===== config.mk =====
export PLATFORM = sky130hd
export DESIGN_NAME = pipe_ctrl
export DESIGN_NICKNAME = d
export VERILOG_FILES = /design/src/rtl/pipe_ctrl_pkg.sv /design/src/rtl/pipe_ctrl_md_busy_timer.sv /design/src/rtl/pipe_ctrl.sv
export SDC_FILE = /design/constraint.sdc
export NUM_CORES = 1
export LEC_CHECK = 0
export CORE_MARGIN = 5
export CORE_UTILIZATION = 32
export CTS_CLUSTER_SIZE = 10
export DETAILED_ROUTE_END_ITERATION = 10
export PLACE_DENSITY = 0.95
export SKIP_CTS_REPAIR_TIMING = 1
export SLEW_MARGIN = 15
export SYNTH_ARGS = -nofsm -noshare
export SYNTH_HDL_FRONTEND = slang
export SYNTH_SLANG_ARGS = --single-unit

===== constraint.sdc =====
create_clock -name clk -period 6.04 [get_ports clk]
set_input_delay 1.51 -clock clk [delete_from_list [all_inputs] [get_ports clk]]
set_output_delay 1.51 -clock clk [all_outputs]
set_load 0.1 [all_outputs]

===== src/rtl/pipe_ctrl_pkg.sv =====
// pipe_ctrl_pkg: shared constants and FSM encoding for the pipeline controller.
package pipe_ctrl_pkg;

   // CP0 Cause.ExcCode values used by the pipeline
   localparam logic [4:0] EXC_INT  = 5'd0;
   localparam logic [4:0] EXC_ADEL = 5'd4;
   localparam logic [4:0] EXC_ADES = 5'd5;
   localparam logic [4:0] EXC_RI   = 5'd10;
   localparam logic [4:0] EXC_OV   = 5'd12;

   localparam logic [31:0] EXC_ENTRY_DEFAULT = 32'h0000_4180;

   typedef enum logic {
      RUN    = 1'b0,
      REFILL = 1'b1
   } ctrl_state_t;

endpackage


===== src/rtl/pipe_ctrl_md_busy_timer.sv =====
// md_busy_timer: HI/LO multiply/divide busy counter. Loads on issue, counts
// down to zero, busy while nonzero.
module md_busy_timer
   import pipe_ctrl_pkg::*;
#(
   parameter int unsigned MULT_CYCLES = 5,
   parameter int unsigned DIV_CYCLES  = 10
) (
   input  logic clk,
   input  logic reset,
   input  logic load,
   input  logic is_div,
   output logic busy
);

   localparam int unsigned MAX_CYCLES = (MULT_CYCLES > DIV_CYCLES) ? MULT_CYCLES : DIV_CYCLES;
   localparam int unsigned CW         = (MAX_CYCLES < 1) ? 1 : $clog2(MAX_CYCLES + 1);

   logic [CW-1:0] count;

   // load on issue (reloads even if already busy), else saturating decrement
   always_ff @(posedge clk or negedge reset) begin
      if (!reset) begin
         count <= '0;
      end else if (load) begin
         count <= is_div ? CW'(DIV_CYCLES) : CW'(MULT_CYCLES);
      end else if (count != '0) begin
         count <= count - CW'(1);
      end
   end

   assign busy = (count != '0);

endmodule


===== src/rtl/pipe_ctrl.sv =====
// pipe_ctrl: stall/flush/redirect controller for the five-stage pipeline.
// Handles exceptions, interrupts and eret at M, plus the mult/div busy stall.
// Optional performance counters: define PIPE_CTRL_PERF_EN.
module pipe_ctrl
   import pipe_ctrl_pkg::*;
#(
   parameter int unsigned MULT_CYCLES   = 5,
   parameter int unsigned DIV_CYCLES    = 10,
   parameter logic [31:0] EXC_ENTRY     = EXC_ENTRY_DEFAULT,
   parameter int unsigned REFILL_CYCLES = 3
) (
   input  logic        clk,
   input  logic        reset,
   input  logic        stall_hazD,
   input  logic        md_useD,
   input  logic        md_startE,
   input  logic        md_is_divE,
   input  logic        validM,
   input  logic [31:0] pcM,
   input  logic        bdM,
   input  logic [4:0]  exc_codeM,
   input  logic        eretM,
   input  logic        int_req,
   input  logic [31:0] epc_in,
   output logic        stallF,
   output logic        stallD,
   output logic        flushD,
   output logic        flushE,
   output logic        flushM,
   output logic        md_busy,
   output logic        exc_take,
   output logic [4:0]  exc_code_out,
   output logic [31:0] epc_out,
   output logic        redirect,
   output logic [31:0] redirect_pc
`ifdef PIPE_CTRL_PERF_EN
   ,
   output logic [31:0] stall_cnt,
   output logic [15:0] exc_cnt
`endif
);

   localparam int unsigned RW = (REFILL_CYCLES < 2) ? 1 : $clog2(REFILL_CYCLES + 1);

   ctrl_state_t   state;
   logic [RW-1:0] refill_cnt;
   logic          take_int;
   logic          take_exc;
   logic          eret_take;
   logic          stall;
   logic          md_load;

   md_busy_timer #(
      .MULT_CYCLES (MULT_CYCLES),
      .DIV_CYCLES  (DIV_CYCLES)
   ) u_md_timer (
      .clk    (clk),
      .reset  (reset),
      .load   (md_load),
      .is_div (md_is_divE),
      .busy   (md_busy)
   );

   // exception/eret/stall decode; everything is gated by reset so that
   // outputs read as idle while reset is held, whatever the inputs do
   always_comb begin
      take_int     = reset & int_req & validM & (state == RUN);
      take_exc     = reset & validM & (exc_codeM != '0);
      exc_take     = take_int | take_exc;
      eret_take    = reset & eretM & validM & ~exc_take;
      redirect     = exc_take | eret_take;
      redirect_pc  = eret_take ? epc_in : EXC_ENTRY;
      exc_code_out = take_int ? EXC_INT : (reset ? exc_codeM : '0);
      epc_out      = reset ? ((bdM ? (pcM - 32'd4) : pcM) & ~32'h3) : '0;
      stall        = reset & (stall_hazD | (md_useD & (md_busy | md_startE)));
      stallF       = stall & ~redirect;
      stallD       = stall & ~redirect;
      flushD       = redirect;
      flushE       = redirect | stall;
      flushM       = redirect;
      md_load      = md_startE & ~exc_take & ~eretM;
   end

   // RUN/REFILL: mask interrupts for REFILL_CYCLES after every redirect
   always_ff @(posedge clk or negedge reset) begin
      if (!reset) begin
         state      <= RUN;
         refill_cnt <= '0;
      end else if (redirect) begin
         state      <= REFILL;
         refill_cnt <= RW'(REFILL_CYCLES);
      end else if (state == REFILL) begin
         refill_cnt <= (refill_cnt != '0) ? refill_cnt - RW'(1) : '0;
         if (refill_cnt <= RW'(1)) begin
            state <= RUN;
         end
      end
   end

`ifdef PIPE_CTRL_PERF_EN
   // wrap-around counters of effective stall cycles and taken exceptions
   always_ff @(posedge clk or negedge reset) begin
      if (!reset) begin
         stall_cnt <= '0;
         exc_cnt   <= '0;
      end else begin
         if (stall && !redirect) begin
            stall_cnt <= stall_cnt + 32'd1;
         end
         if (exc_take) begin
            exc_cnt <= exc_cnt + 16'd1;
         end
      end
   end
`endif

endmodule


==> results.cfg <==
[sta]
fin_crit_sh_pct = 95.14
skew_ns = 0.001230
setup_ws_ns = 0.2934
period_minus_slack_ns = 5.747
finalSetupViolCount = 0
hold_ws_ns = 0.4916
rsz0062_at_grt = false
hold_viol = 0
fin_setup_tns_ns = 0
max_freq_ghz = 0.1740
drv_slew = 0
tightest_slew_ns = 0.9899
slew_headroom_pct = 33.80

[cts]
clk_pin_slew_ns = 0.04
cts_sinks = 7
clockRootBuffer = clkbuf_8
h-tree-depth = 1
cts_buffer_depth = 2
tritoncts = built
cts_buffers = 3
clk_latency_ns = 0.23

[detailed_routing]
routed_wl_mm = 7.696
drc = 0
route.top_layer_used = met4
detail_route.first_pass.iterations = 5
first_iter_violations = 102
ant_nets = 0
via_per_inst = 5.342
vias = 2233
wl_met1_mm = 2.607
wl_per_cell_um = 18.41
wl_met2_mm = 4.367
wl_met3_um = 487

[critical_path]
crit_type = in -> out
crit_required_ns = 4.53
worst_ep_arrival_time_ns = 4.24
start_kind = input pin
crit_path_end_kind = output port
path_max_fanout = 8

[synth]
ys_seq_area_share_pct = 11.61
syn-cell-area_um2 = 1509
synth_most_common_cell = and2_1
ys_top_cells_by_area = and2_1, dfrtp_1, or4_1, a21oi_1, o31ai_1
synth_commonest_cells = and2_1, a21oi_1, nand2_1
yosys_most_used_dff = dfrtp_1
async_flop_share_pct = 100.0
post_synth_num_cell_types = 40
synth_edf_count = 0
avgSynthCellArea_um2 = 6.954
ys_ff_latch = 7
yosys_warnings = 0
syn_inst = 217
synth_top_area_share_pct = 14.93
yosysTopAreaCell = and2_1

[placed_design]
gp_congestion = 0.8226
portBuffers = 151
dp_hpwl_mm = 6.491
post-place-cells = 414
pre_cts_ws_ns = 0.3258

[layout]
fin_util_pct = 79.87
fin_nets = 447
antennaDiodeCount = 0
syn_to_final_growth_pct = 146.7
drive_gt1_share_pct = 25.82
instances_no_fill = 418
fillCellCount = 268

[global_routing]
track_usage_pct = 24.39
grt_max_degree = 33
grt_pass1_wl_mm = 12.00
antenna_found_initial = 0
grt_pass1_vias = 2298
overflow = 0

[pwr]
ir_drop_v = 0.0002313
swShare_pct = 51.16
seqPwrFrac_pct = 15.6
netSwitchingPower_uw = 286.1
p_int_uw = 273.0
leakagePower_nw = 1.449
p_per_area_nw_per_um2 = 150.2
pwr-share-comb_pct = 72.4
p_clk_share_pct = 12.0

[min_path]
hp-class = reg -> reg

[status]
status = finished clean

[floorplanning]
die_area_um2 = 6189
start_util_pct = 32.38
num_rows = 25
die_x_um = 78.67
ios = 156
core_region_area_um2 = 4661
die_h_um = 78.67

[run]
cap_violations = 0
==> worst paths after layout <==
| path | slack (ns) | start | cells after the start | endpoint |
|---|---|---|---|---|
| worst min-delay path | 0.49 | refill_cnt[1] | 2 | state |
| min in group asynchronous | 1.61 | reset | 2 | u_md_timer.count[3] |
| worst max register to register | 4.30 | u_md_timer.count[0] | 7 | u_md_timer.count[1] |
| worst min register to register | 0.49 | refill_cnt[1] | 2 | state |
| max in group asynchronous | 4.24 | reset | 2 | refill_cnt[0] |
| worst max-delay path | 0.29 | pcM[2] | 8 | epc_out[28] |
==> layer usage <==
metal,GRT usage [%],vias up
met2,46.94,99
met5,0,-
li1,-,1073
met1,25.70,1039
met3,5.161,22
met4,8.566,0
==> cell families after synthesis <==
logic type      after synthesis  share of synthesized area (%)
compound gates               40                          16.17
xor+xnor                     11                          6.385
fa+ha+maj                     3                          2.488
buf+inv                      23                          7.048
flops                         7                          11.61
mux                           9                          6.136
other cells                   1                         0.2485
simple gates                123                          49.92
==> critical path, cell delays in order <==
cell             delay, ns
clkdlybuf4s50_1       0.46
inv_1                 0.08
ha_1                  0.20
or4bb_1               0.46
or4_1                 0.58
or4_1                 0.54
a21oi_2               0.22
buf_12                0.20
==> state kept, by name, summed over array words and instances (netlist names) <==
register and flops:
state 1, refill_cnt 2, u_md_timer.count 4
==> power by group through the flow <==
stage | Sequential, mW | Combinational, mW | Clock [mW]
2_1_floorplan | 0.0830 | 0.249 | 0
3_5_place_dp | 0.0868 | 0.402 | 0
3_3_place_gp | 0.0848 | 0.387 | 0
4_1_cts | 0.0868 | 0.406 | 0.0689
5_1_grt | 0.0900 | 0.426 | 0.0711
6_report | 0.0873 | 0.405 | 0.0672
==> placed cells by master (no fill, tap or decap), types with 7 or more instances in the layout <==
master	netlist	routed
o31ai_1	12	12
or3_1	8	8
or4_1	15	15
nand2_1	16	16
buf_12	0	63
dfrtp_1	7	7
inv_1	8	8
buf_4	5	16
mux2i_1	7	7
and2_1	36	36
nor2_1	14	13
xor2_1	8	8
clkdlybuf4s50_1	0	77
a21oi_1	18	14
nand2b_1	7	7
==> through the flow <==
stage	power [mW]	area, um^2
after global routing	0.5870	3722
after CTS	0.5617	3722
final	0.5591	3722
after global placement	0.4721	3677
after detailed placement	0.4892	3677
after floorplan	0.3319	1530
==> layout make-up <==
type	count	area [um^2]	area share (%)
Clock buffer	4	45.04	1.210
Inverter	9	33.78	0.9076
Multi-Input combinational cell	188	1249	33.55
Sequential cell	7	175.2	4.706
Tap cell	54	67.56	1.815
Timing Repair Buffer	156	2152	57.82
Power figures use the tool's default switching activity.
